### src/rtl/prot_trig_seq.sv
// ---------------------------------------------------------------------------
// prot_trig_seq
// Trigger sequencer for the protocol-trigger path of the logic analyzer.
// It arms the protocol receivers and can wait out a holdoff window first.
// It then counts rising edges of protTrig until the programmed occurrence
// count is reached, declares the trigger, and counts post-trigger samples
// before it flags capture complete.
//
// Ports:
//   clk, rst_n     system clock, asynchronous active-low reset
//   arm            pulse: start a sequence (accepted in IDLE and DONE only)
//   clr            pulse: abort to IDLE (beats every other condition)
//   prot_trig_in   protTrig from the protocol trigger block (pulse or level)
//   smpl_en        capture sample strobe from the decimator
//   trig_cnt       match events required (0 behaves as 1)
//   holdoff        clk cycles after arm during which matches are ignored
//   post_cnt       samples to capture after the trigger
//   prot_en        high in ARMED only
//   armed          high in HOLDOFF or ARMED
//   triggered      high in POST or DONE
//   capture_done   high in DONE
//   match_cnt      match events counted in the current sequence
// ---------------------------------------------------------------------------
module prot_trig_seq #(
   parameter int unsigned CNT_W  = 8,
   parameter int unsigned POST_W = 16
) (
   input  logic              clk,
   input  logic              rst_n,
   input  logic              arm,
   input  logic              clr,
   input  logic              prot_trig_in,
   input  logic              smpl_en,
   input  logic [CNT_W-1:0]  trig_cnt,
   input  logic [POST_W-1:0] holdoff,
   input  logic [POST_W-1:0] post_cnt,
   output logic              prot_en,
   output logic              armed,
   output logic              triggered,
   output logic              capture_done,
   output logic [CNT_W-1:0]  match_cnt
);

   typedef enum logic [2:0] {
      S_IDLE    = 3'd0,
      S_HOLDOFF = 3'd1,
      S_ARMED   = 3'd2,
      S_POST    = 3'd3,
      S_DONE    = 3'd4
   } state_t;

   state_t              r_state;
   state_t              w_state_nxt;

   // Event detect pipeline: r_in_q is the registered input, r_in_prev its last value
   logic                r_in_q;
   logic                r_in_prev;
   logic                w_event;

   logic [CNT_W-1:0]    r_match_cnt;
   logic [CNT_W-1:0]    w_match_nxt;
   logic [CNT_W-1:0]    w_match_inc;

   // Shadow copies taken on an accepted arm
   logic [CNT_W-1:0]    r_trig_sh;
   logic [CNT_W-1:0]    w_trig_sh_nxt;
   logic [POST_W-1:0]   r_post_sh;
   logic [POST_W-1:0]   w_post_sh_nxt;

   logic [POST_W-1:0]   r_hold_cnt;
   logic [POST_W-1:0]   w_hold_nxt;
   logic [POST_W-1:0]   r_post_cnt;
   logic [POST_W-1:0]   w_post_nxt;

   logic                r_prot_en;
   logic                r_armed;
   logic                r_triggered;
   logic                r_capture_done;

   assign w_event     = r_in_q & ~r_in_prev;
   assign w_match_inc = r_match_cnt + CNT_W'(1);

   // State register and all datapath registers
   always_ff @(posedge clk or negedge rst_n) begin
      if (!rst_n) begin
         r_state        <= S_IDLE;
         r_in_q         <= 1'b0;
         r_in_prev      <= 1'b0;
         r_match_cnt    <= '0;
         r_trig_sh      <= '0;
         r_post_sh      <= '0;
         r_hold_cnt     <= '0;
         r_post_cnt     <= '0;
         r_prot_en      <= 1'b0;
         r_armed        <= 1'b0;
         r_triggered    <= 1'b0;
         r_capture_done <= 1'b0;
      end else begin
         r_state        <= w_state_nxt;
         r_in_q         <= prot_trig_in;
         r_in_prev      <= r_in_q;
         r_match_cnt    <= w_match_nxt;
         r_trig_sh      <= w_trig_sh_nxt;
         r_post_sh      <= w_post_sh_nxt;
         r_hold_cnt     <= w_hold_nxt;
         r_post_cnt     <= w_post_nxt;
         // Outputs decoded from the next state so they line up with r_state
         r_prot_en      <= (w_state_nxt == S_ARMED);
         r_armed        <= (w_state_nxt == S_HOLDOFF) || (w_state_nxt == S_ARMED);
         r_triggered    <= (w_state_nxt == S_POST) || (w_state_nxt == S_DONE);
         r_capture_done <= (w_state_nxt == S_DONE);
      end
   end

   // Next-state and counter update
   always_comb begin
      w_state_nxt   = r_state;
      w_match_nxt   = r_match_cnt;
      w_trig_sh_nxt = r_trig_sh;
      w_post_sh_nxt = r_post_sh;
      w_hold_nxt    = r_hold_cnt;
      w_post_nxt    = r_post_cnt;

      if (clr) begin
         w_state_nxt = S_IDLE;
         w_match_nxt = '0;
         w_hold_nxt  = '0;
         w_post_nxt  = '0;
      end else begin
         case (r_state)
            S_IDLE, S_DONE: begin
               if (arm) begin
                  w_match_nxt   = '0;
                  w_trig_sh_nxt = (trig_cnt == '0) ? CNT_W'(1) : trig_cnt;
                  w_post_sh_nxt = post_cnt;
                  w_post_nxt    = '0;
                  if (holdoff == '0) begin
                     w_hold_nxt  = '0;
                     w_state_nxt = S_ARMED;
                  end else begin
                     w_hold_nxt  = holdoff;
                     w_state_nxt = S_HOLDOFF;
                  end
               end
            end

            // Leaving on a count of 1 gives exactly 'holdoff' cycles here
            S_HOLDOFF: begin
               if (r_hold_cnt <= POST_W'(1)) begin
                  w_hold_nxt  = '0;
                  w_state_nxt = S_ARMED;
               end else begin
                  w_hold_nxt  = r_hold_cnt - POST_W'(1);
               end
            end

            // r_trig_sh is at least 1, so match_cnt never passes it
            S_ARMED: begin
               if (w_event) begin
                  w_match_nxt = w_match_inc;
                  if (w_match_inc == r_trig_sh) begin
                     w_post_nxt  = r_post_sh;
                     w_state_nxt = S_POST;
                  end
               end
            end

            // An empty counter moves on regardless of smpl_en
            S_POST: begin
               if (r_post_cnt == '0) begin
                  w_state_nxt = S_DONE;
               end else if (smpl_en) begin
                  w_post_nxt  = r_post_cnt - POST_W'(1);
               end
            end

            default: begin
               w_state_nxt = S_IDLE;
            end
         endcase
      end
   end

   assign prot_en      = r_prot_en;
   assign armed        = r_armed;
   assign triggered    = r_triggered;
   assign capture_done = r_capture_done;
   assign match_cnt    = r_match_cnt;

endmodule
### config.mk
export PLATFORM = sky130hd
export DESIGN_NAME = prot_trig_seq
export DESIGN_NICKNAME = d
export VERILOG_FILES = /design/src/rtl/prot_trig_seq.sv
export SDC_FILE = /design/constraint.sdc
export NUM_CORES = 1
export LEC_CHECK = 0
export ABC_AREA = 0
export BUFFER_PORTS_ARGS = -buffer_cell sky130_fd_sc_hd__buf_2
export CAP_MARGIN = 30
export CORE_MARGIN = 1
export CORE_UTILIZATION = 25
export CTS_BUF_LIST = sky130_fd_sc_hd__clkbuf_2
export CTS_CLUSTER_SIZE = 25
export DETAILED_ROUTE_END_ITERATION = 7
export SETUP_SLACK_MARGIN = 0.3
export SYNTH_ARGS = -nofsm -noshare
export SYNTH_HDL_FRONTEND = slang
export SYNTH_SLANG_ARGS = --single-unit
### constraint.sdc
create_clock -name clk -period 5.94 [get_ports clk]
set_clock_uncertainty 0.2 [all_clocks]
set_input_delay 0.594 -clock clk [delete_from_list [all_inputs] [get_ports clk]]
set_output_delay 0.594 -clock clk [all_outputs]
set_load 0.02 [all_outputs]
== After elaboration in Yosys (flattened, before gate mapping) ==
Cells that the tools add are included.

* Add/subtract/negate cells: 3
* $lt $le $gt $ge: 1
* Equal/unequal tests: 14
* Muxes and demuxes: 25
* Bitwise gates (word level): 3
* Reduce and logical (&&, ||, !) cells: 14

{| class="wikitable"
|+ Operator list
! cell !! number
|-
| 16-bit two-way mux || 10
|-
| 16-bit case mux with 3 select lines || 1
|-
| 16-bit zero test || 2
|-
| 8-bit two-way mux || 4
|-
| 16-bit case mux with 2 select lines || 1
|-
| 16-bit by 1-bit subtractor with 16-bit output (second input constant) || 2
|-
| 3-bit two-way mux || 6
|-
| 16-bit by 1-bit less-or-equal comparator with 1-bit output (second input constant) || 1
|-
| 8-bit case mux with 2 select lines || 1
|-
| 3-bit != test (second input constant) || 5
|-
| 3-bit by 2-bit equality test with 1-bit output (second input constant) || 4
|-
| 3-bit case mux with 4 select lines || 1
|-
| 8-bit by 1-bit adder with 8-bit output (second input constant) || 1
|-
| 8-bit equality test || 1
|-
| 8-bit zero test || 1
|-
| 3-bit by 1-bit equality test with 1-bit output (second input constant) || 2
|-
| 3-bit equality test (second input constant) || 2
|-
| 3-bit AND reduction || 2
|-
| 6-bit AND reduction || 1
|-
| 3-bit nonzero test || 2
|-
| 4-bit nonzero test || 1
|-
| 3-bit zero test || 1
|-
| 1-bit logical OR || 2
|-
| 2-bit two-way mux || 1
|-
| 4 further kinds || 5
|}

* Flip-flop bits (word level): 73
* Output and inout port bits: 12
* Logic and storage cells: 72

== Depth between registers and ports, before layout ==
Gate-level depths: netlist (run 1).

* Depth after elaboration: 8
* Depth in mapped cells: 9

== Least setup slack after synthesis (run 1) ==
OpenSTA, ideal clock, no wires.

* Kind: register to register
* Start point: reg r_match_cnt[0], in the netlist match_cnt[0]
* End point: reg r_post_cnt[2]
* Library setup time: 0.121 ns
* Arrival time: 2.162 ns
* Data required time: 5.619 ns
* Setup slack: 3.457 ns
* Cell stages (with the launch flop): 9
* Clock period less this slack: 2.483 ns
* Cells stage by stage: dfrtp_1 ha_1 nand3_1 o21ai_0 o211ai_1 nor4_4 buf_6 o221ai_1 o2bb2ai_2

* Longest elaborated chain between the ends: 4

{| class="wikitable"
|+ RTL lines
! what !! RTL line !! source
|-
| start: declaration || 60 || <nowiki>logic [CNT_W-1:0] r_match_cnt;</nowiki>
|-
| start signal: assignment || 102 || <nowiki>r_match_cnt <= w_match_nxt;</nowiki>
|-
| 8-bit by 1-bit adder with 8-bit output || 81 || <nowiki>assign w_match_inc = r_match_cnt + CNT_W'(1);</nowiki>
|-
| 8-bit equality test || 161 || <nowiki>if (w_match_inc == r_trig_sh) begin</nowiki>
|-
| 3-bit != test (no source line) || - ||
|-
| 6-bit AND reduction (no source line) || - ||
|-
| end signal: assignment || 106 || <nowiki>r_post_cnt <= w_post_nxt;</nowiki>
|-
| end: declaration || 72 || <nowiki>logic [POST_W-1:0] r_post_cnt;</nowiki>
|}

No other way between the ends.
A chain may end at the register's enable or synchronous reset.

== Final worst setup path (run 1) ==
* Start point: reg r_match_cnt[0], in the netlist match_cnt[0]
* End point: reg r_post_cnt[7]

The elaborated chain is that of the path after synthesis.

==> results of run 1 <==
## flip-flops by register name, summed over array words and instances, names as in the netlist
| name | flops |
|---|---|
| match_cnt | 8 |
| capture_done | 1 |
| r_post_cnt | 16 |
| prot_en | 1 |
| r_hold_cnt | 16 |
| armed | 1 |
| r_state | 3 |
| r_in_prev | 1 |
| r_post_sh | 16 |
| triggered | 1 |
| r_in_q | 1 |
| r_trig_sh | 8 |
## metrics by stage
step / power [mW] / worst slack, ns / util, % / cells / hold slack (ns)
2_1_floorplan: 0.852 / 3.46 / - / 425 / 0.0984
3_3_place_gp: 0.935 / 2.73 / 28.4 / 686 / 0.208
3_5_place_dp: 0.943 / 2.66 / 28.4 / 686 / 0.212
4_1_cts: 1.29 / 2.79 / 29.5 / 706 / 0.00740
5_1_grt: 1.36 / 2.52 / 29.8 / 710 / 0.000894
6_report: 1.28 / 2.79 / 29.8 / 711 / 0.0485
## final cells by class
class                   instances  area, µm²
diodes                          2       5.00
clock buffers                   9       45.0
clock inverters                 7       93.8
fillers                      1725      11600
inverters                      11       41.3
multi-input cells             322       2250
flip-flops and latches         73       1830
well taps                     220        275
repair buffers                 67        393
## worst max-delay path, delay by kind of cell (launching register included)
family / cells / cell delay (ns)
flops: 1 / 0.51
simple gates: 2 / 1.11
fa+ha+maj: 1 / 0.29
compound gates: 4 / 0.96
## worst min path at each step
stage / startpoint / endpoint / slack [ns] / cells after the start
2_1_floorplan: rst_n / armed$_DFF_PN0_ / 0.1 / 0
3_3_place_gp: r_in_q$_DFF_PN0_ / r_in_prev$_DFF_PN0_ / 0.21 / 0
3_5_place_dp: r_in_q$_DFF_PN0_ / r_in_prev$_DFF_PN0_ / 0.21 / 0
4_1_cts: post_cnt[12] / r_post_sh[12]$_DFFE_PN0P_ / 0.007 / 2
5_1_grt: post_cnt[12] / r_post_sh[12]$_DFFE_PN0P_ / 0.0009 / 2
6_report: post_cnt[10] / r_post_sh[10]$_DFFE_PN0P_ / 0.05 / 2
## cell usage after synthesis (8+ instances only)
| master | count |
|---|---|
| mux2_2 | 24 |
| a22oi_1 | 13 |
| nor2_1 | 42 |
| nand3_1 | 13 |
| nor3_1 | 15 |
| a21oi_1 | 21 |
| o2bb2ai_2 | 10 |
| dfrtp_1 | 73 |
| inv_1 | 10 |
| clkbuf_1 | 8 |
| o21ai_0 | 29 |
| o211ai_1 | 14 |
| nand2_1 | 28 |
| o2bb2ai_1 | 13 |
| nor4_1 | 12 |
## cell usage in the layout, fill, tap and decap left out, types with 3 or more instances in the layout
cell type      Yosys  layout
nor2b_1            4       4
o211ai_1          14      14
o211a_1            3       3
o2bb2ai_1         13      13
nand2b_1           3       3
nand2_1           28      28
clkbuf_2           0       9
nor4_1            12      12
nand3_1           13      13
a211oi_1           3       3
and3_2             3       3
nor3_1            15      15
buf_4              1       4
o21ai_0           29      29
xnor2_1            7       7
ha_1               4       4
dlygate4sd3_1      0       5
a22oi_1           13      13
inv_1             10      10
and3_1             3       3
nor2_1            42      41
buf_2              5      57
mux2_2            24      24
o2bb2ai_2         10      10
xor2_1             7       7
o31ai_1            6       6
a21oi_1           21      21
dfrtp_1           73      73
## kinds of logic (layout without fill, tap and decap cells)
logic type | after synthesis | count (layout) | share of synthesized area, %
AO/OA/AOI/OAI | 135 | 135 | 24.3
XOR/XNOR | 14 | 14 | 2.90
adder cells (fa/ha/maj) | 4 | 4 | 1.18
buffers and inverters | 30 | 94 | 3.67
flip-flops | 73 | 73 | 43.2
multiplexers | 26 | 26 | 6.86
other | 0 | 2 | 0
AND/OR/NAND/NOR | 143 | 143 | 17.9
## power by group
| group | switching (mW) | internal [mW] | total, mW |
|---|---|---|---|
| clock network | 0.197 | 0.139 | 0.336 |
| registers | 0.0563 | 0.558 | 0.614 |
| logic | 0.185 | 0.140 | 0.326 |
| total | 0.438 | 0.838 | 1.28 |
## per-layer routing
metal | GRT usage (%) | routed length [µm] | up-vias | share of wire (%)
li1 | - | - | 1728 | -
met2 | 20.7 | 5100 | 98 | 46
met4 | 5.75 | 265 | 0 | 2.4
met3 | 2.61 | 471 | 20 | 4.2
met1 | 17.7 | 5360 | 1757 | 48
met5 | 0 | 0 | - | 0
## timing repair
item                                   4_1_cts  5_1_grt
gates resized for setup                      0        0
endpoints found under the hold margin        4       17
hold buffers                                 4        1
==> reports/qor.csv, run 1 <==
stage,metric,value,unit
global_routing,first-pass GRT wire length,18400,µm
critical_path,reg2reg end,r_post_cnt[7]$_DFFE_PN0P_,
placement,hpwl dp,7790,µm
critical_path,Worst Reg-to-Reg Cells,7,
logic_synthesis,synth top area cells,"dfrtp_1 (43%), mux2_2 (6.4%), nor2_1 (3.7%), o2bb2ai_2 (3.6%), o21ai_0 (3.4%)",
placement,Post-DP Area,4700,µm²
critical_path,slowest CP cell,nor4_4,
drt,DRT iter0 DRCs,237,
clock_tree,H-tree Lvls,3,
global_routing,vias in the first global route,3611,
finish,post-route cell area,4930,µm²
sta,Tmin final,3.15,ns
logic_synthesis,Synth top area share,43.2,%
critical_path,worst setup path endpoint,r_post_cnt[7]$_DFFE_PN0P_,
clock_tree,Sink Count,73,
finish,final net count,534,
logic_synthesis,post-synthesis sequential area ratio,43.2,%
placement,PortBufs,57,
clock_tree,clock-pin slew on the worst setup and hold paths,0.24,ns
global_routing,Total GRT Usage,13.2,%
logic_synthesis,synth unique cells,64,
sta,Setup-failing EPs final,0,
floorplanning,initial core utilization,25.6,%
sta,worst slew pin tran,1.06,ns
floorplanning,chip height,132,µm
drt,1st-pass router iterations,7,
critical_path,crit path launch,match_cnt[0]$_DFFE_PN0P_,
critical_path,Reg-to-Reg Start,match_cnt[0]$_DFFE_PN0P_,
floorplanning,# rows,47,
drt,DR DRC count,0,
critical_path,Worst EP required,6.22,ns
logic_synthesis,Synth Instances,425,
floorplanning,DIE WIDTH,132,µm
logic_synthesis,"Async S/R FF share, synth",100,%
drt,vias post-DR,3603,
floorplanning,I/O Pins,58,
clock_tree,CTS buffer count,9,
critical_path,critical path class,reg -> reg,
sta,Total Neg Setup Slack,0,ns
sta,RSZ-0062 raised after global routing,false,
critical_path,Worst setup EP type,register,
critical_path,crit-path max cell delay,0.93,ns
power_and_ir_drop,Pwr Density,259,nW/µm²
critical_path,crit-path cells,"ha_1, nand3_1, o21ai_0, o211ai_1, nor4_4, o21ai_4, o2bb2ai_1",
run,max_cap viols,0,
critical_path,crit path launch type,register,
floorplanning,core area,16500,µm²
logic_synthesis,Synth warnings,0,
clock_tree,Post-CTS Setup Bufs,0,
sta,Max Fclk,317,MHz
floorplanning,die footprint,17400,µm²
finish,Syn-to-layout area delta,16.6,%
finish,share of layout cells above drive strength 1,27.2,%
power_and_ir_drop,peak supply drop,0.111,mV
sta,final period utilization,53.1,%
placement,GP Congestion,0.855,
logic_synthesis,"EDFF count, synth",0,
drt,final wirelength,11200,µm
clock_tree,clk_lat worst skew,0.56,ns
drt,vias per inst,5.07,
drt,final antenna-violating net count,0,
critical_path,flop2flop setup slack,2.79,ns
sta,Pins Over Slew Limit,0,
clock_tree,CTS max path bufs,2,
drt,DR WL/cell,15.7,µm
status,outcome,"finished, final reports clean",
clock_tree,CTS tree,built,
global_routing,remaining global-route overflow,0,
logic_synthesis,Post-Syn Nets,475,
clock_tree,root buffer selected by CTS,clkbuf_2,
critical_path,WP data arrival,3.44,ns
min_path,Worst Hold Class,in -> reg,
critical_path,CP Max Fanout,17,
global_routing,initial antenna violation count,2,
logic_synthesis,"Top FF cell, synth",dfrtp_1,
global_routing,largest net degree at the start of global routing,74,
logic_synthesis,Synth Register Bits,73,
sta,max_slew headroom,28.8,%
logic_synthesis,Synth area leader,dfrtp_1,
power_and_ir_drop,cell leakage power,2.14,nW
logic_synthesis,mapped cell area,4230,µm²
logic_synthesis,Post-Syn Area per Cell,9.95,µm²
sta,"Hold Violations, Final",0,
No activity file was read; power rests on OpenSTA's default activity.
==> run 2, diff against run 1 <==
--- a/config.mk
+++ b/config.mk
@@ -5,7 +5,7 @@
 export SDC_FILE = /design/constraint.sdc
 export NUM_CORES = 1
 export LEC_CHECK = 0
-export ABC_AREA = 0
+export ABC_AREA = 1
 export BUFFER_PORTS_ARGS = -buffer_cell sky130_fd_sc_hd__buf_2
 export CAP_MARGIN = 30
 export CORE_MARGIN = 1
==> constraint.sdc (replaced) <==
create_clock -name clk -period 2.8 [get_ports clk]
set_clock_uncertainty 0.2 [all_clocks]
set_input_delay 0.28 -clock clk [delete_from_list [all_inputs] [get_ports clk]]
set_output_delay 0.28 -clock clk [all_outputs]
set_load 0.02 [all_outputs]
==> reports/qor.csv, run 2 <==
stage,metric,value,unit
status,outcome,"finished, final reports clean",
clock_tree,clock-pin slew on the worst setup and hold paths,0.22,ns
sta,Total Neg Setup Slack,0,ns
drt,1st-pass router iterations,4,
power_and_ir_drop,peak supply drop,0.174,mV
drt,uppermost layer routed,met4,
critical_path,crit-path cells,"inv_1, ha_1, nand3_2, nor2_4, nand2_2, nor2_2, nand3_1, nor2_2, nor2_4, nand2_8, nand2_1, nand2_1",
finish,share of layout cells above drive strength 1,17.9,%
finish,Syn-to-layout area delta,28.9,%
floorplanning,chip height,133,µm
sta,worst slew pin tran,0.707,ns
drt,met2 routed WL,5150,µm
drt,final wirelength,11200,µm
logic_synthesis,Post-Synth XOR/XNOR Area,4.09,%
logic_synthesis,mapped cell area,4280,µm²
sta,Setup-failing EPs final,0,
floorplanning,I/O Pins,58,
drt,vias per inst,4.45,
critical_path,Worst setup EP type,register,
clock_tree,root buffer selected by CTS,clkbuf_2,
logic_synthesis,Post-Syn Nets,620,
sta,Pins Over Slew Limit,0,
floorplanning,core area,16600,µm²
critical_path,Worst EP required,3.07,ns
floorplanning,# rows,47,
clock_tree,CTS tree,built,
critical_path,crit-path max cell delay,0.41,ns
global_routing,largest net degree at the start of global routing,66,
sta,Tmin final,2.22,ns
floorplanning,die footprint,17600,µm²
logic_synthesis,Synth Register Bits,73,
power_and_ir_drop,cell leakage power,2.78,nW
critical_path,Bufs and invs on worst path,1,
logic_synthesis,Post-Syn Area per Cell,7.51,µm²
finish,Largest regs,"r_hold_cnt x16, r_post_cnt x16, r_post_sh x16",
critical_path,CP Max Fanout,17,
floorplanning,initial core utilization,25.7,%
logic_synthesis,Synth Instances,570,
logic_synthesis,post-synthesis mux area share,4.21,%
global_routing,Total GRT Usage,13.4,%
logic_synthesis,combinational family with the most area after synthesis,simple AND/OR/NAND/NOR gates,
global_routing,initial antenna violation count,1,
logic_synthesis,"Top FF cell, synth",dfrtp_1,
global_routing,remaining global-route overflow,0,
clock_tree,CTS buffer count,9,
clock_tree,clk_lat worst skew,0.58,ns
finish,post-layout util,33.1,%
clock_tree,CTS max path bufs,2,
global_routing,first-pass GRT wire length,18800,µm
finish,"commonest cells after routing, fill and taps aside","nand2_1 (167), dfrtp_1 (72), inv_1 (69), buf_2 (56), nor2_1 (55)",
critical_path,"delay-heaviest family, CP",simple AND/OR/NAND/NOR gates,
sta,RSZ-0062 raised after global routing,false,
floorplanning,DIE WIDTH,133,µm
critical_path,slowest CP cell,dfrtp_1,
logic_synthesis,top post-synthesis cells by count,"nand2_1 (167), dfrtp_1 (73), inv_1 (69)",
drt,DRT iter0 DRCs,208,
logic_synthesis,Synth top area share,42.7,%
clock_tree,Sink Count,73,
sta,hold_ws,0.178,ns
logic_synthesis,Compound-Gate Fraction of Synth Area,9.50,%
drt,final antenna-violating net count,0,
power_and_ir_drop,PnR Total Power,2.53,mW
logic_synthesis,synth unique cells,35,
logic_synthesis,most common cell in the netlist,nand2_1,
critical_path,WP data arrival,2.49,ns
drt,met1 wire length,5390,µm
global_routing,vias in the first global route,3988,
placement,pre-CTS setup slack,0.474,ns
power_and_ir_drop,Pwr Density,459,nW/µm²
run,max_cap viols,0,
finish,"commonest non-fill, non-tap cell in the layout",nand2_1,
logic_synthesis,Synth area leader,dfrtp_1,
sta,max_slew headroom,52.8,%
clock_tree,H-tree Lvls,3,
logic_synthesis,simple-gate share of the synthesized area,30.4,%
logic_synthesis,"EDFF count, synth",0,
finish,final net count,736,
logic_synthesis,synthesized-area fraction occupied by adder cells,1.17,%
sta,min setup slack post-route,0.581,ns
drt,DR DRC count,0,
placement,hpwl dp,7740,µm
critical_path,critical path class,reg -> reg,
sta,Max Fclk,451,MHz
sta,"Hold Violations, Final",0,
min_path,Worst Hold Class,in -> reg,
placement,GP Congestion,0.821,
logic_synthesis,post-synthesis sequential area ratio,42.7,%
critical_path,crit path launch type,register,
drt,vias post-DR,4055,
logic_synthesis,Synth warnings,0,
placement,PortBufs,57,
sta,final period utilization,79.2,%
logic_synthesis,"Async S/R FF share, synth",100,%
logic_synthesis,synth top area cells,"dfrtp_1 (43%), nand2_1 (15%), inv_1 (6.1%), nand3_1 (5.6%), nor2_1 (4.8%)",
drt,DR WL/cell,12.2,µm
drt,met3 wire length,396,µm
[run 2: cell count changes in the layout (fill, tap and decap cells not counted), moves of 10 or more]
cell,delta
nand2_1,+139
inv_1,+59
dlygate4sd3_1,+42
nand3_1,+35
o22ai_1,+16
nor2_1,+14
o211ai_1,-14
a21oi_1,-13
a22oi_1,-13
o2bb2ai_1,-13
nor3_1,-11
nor4_1,-11
o2bb2ai_2,-10
[run 2: cell families after synthesis]
family | after synthesis
AND/OR/NAND/NOR | 301
adder cells (fa/ha/maj) | 4
AO/OA/AOI/OAI | 71
flip-flops | 73
XOR/XNOR | 20
buffers and inverters | 85
multiplexers | 16
[run 2: timing repair]
item                       4_1_cts  5_1_grt
resized for setup                0        5
hold buffers                    47        0
hold endpoints to repair       122        0
setup endpoints to repair        0       16
setup buffers                    0        6
[run 2: power breakdown]
part           switching [mW]  internal, mW  total (mW)
registers              0.0783          1.17        1.24
logic                   0.326         0.265       0.591
clock network           0.413         0.286       0.699
[run 2: final cells by class]
type	count	area, µm²
Inverter	73	274
Clock buffer	9	45.0
Timing Repair Buffer	117	876
Antenna cell	1	2.50
Fill cell	1783	11100
Tap cell	220	275
Clock inverter	7	85.1
Multi-Input combinational cell	412	2130
Sequential cell	73	1830
[run 2: path summary, 6_finish.rpt]
path / start / end / slack [ns] / cells after the start
max in group asynchronous: rst_n / r_trig_sh[1]$_DFFE_PN0P_ / 1.07 / 4
worst max-delay path: r_post_cnt[0]$_DFFE_PN0P_ / r_post_cnt[14]$_DFFE_PN0P_ / 0.58 / 12
worst max register to register: r_post_cnt[0]$_DFFE_PN0P_ / r_post_cnt[14]$_DFFE_PN0P_ / 0.58 / 12
worst min-delay path: prot_trig_in / r_in_q$_DFF_PN0_ / 0.18 / 2
worst min register to register: r_in_q$_DFF_PN0_ / r_in_prev$_DFF_PN0_ / 0.20 / 0
min in group asynchronous: rst_n / capture_done$_DFF_PN0_ / 0.55 / 4
[run 2: per-layer routing]
layer,GRT usage [%],vias up
met3,2.53,15
met4,6.00,0
met5,0,-
li1,-,2067
met2,21.7,89
met1,17.3,1884
[run 2: metrics by stage]
step	std cells	instance area, µm²
final	912	5520
after global routing	912	5520
after CTS	905	5450
after detailed placement	842	4850
after global placement	841	4820
after floorplan	570	4280
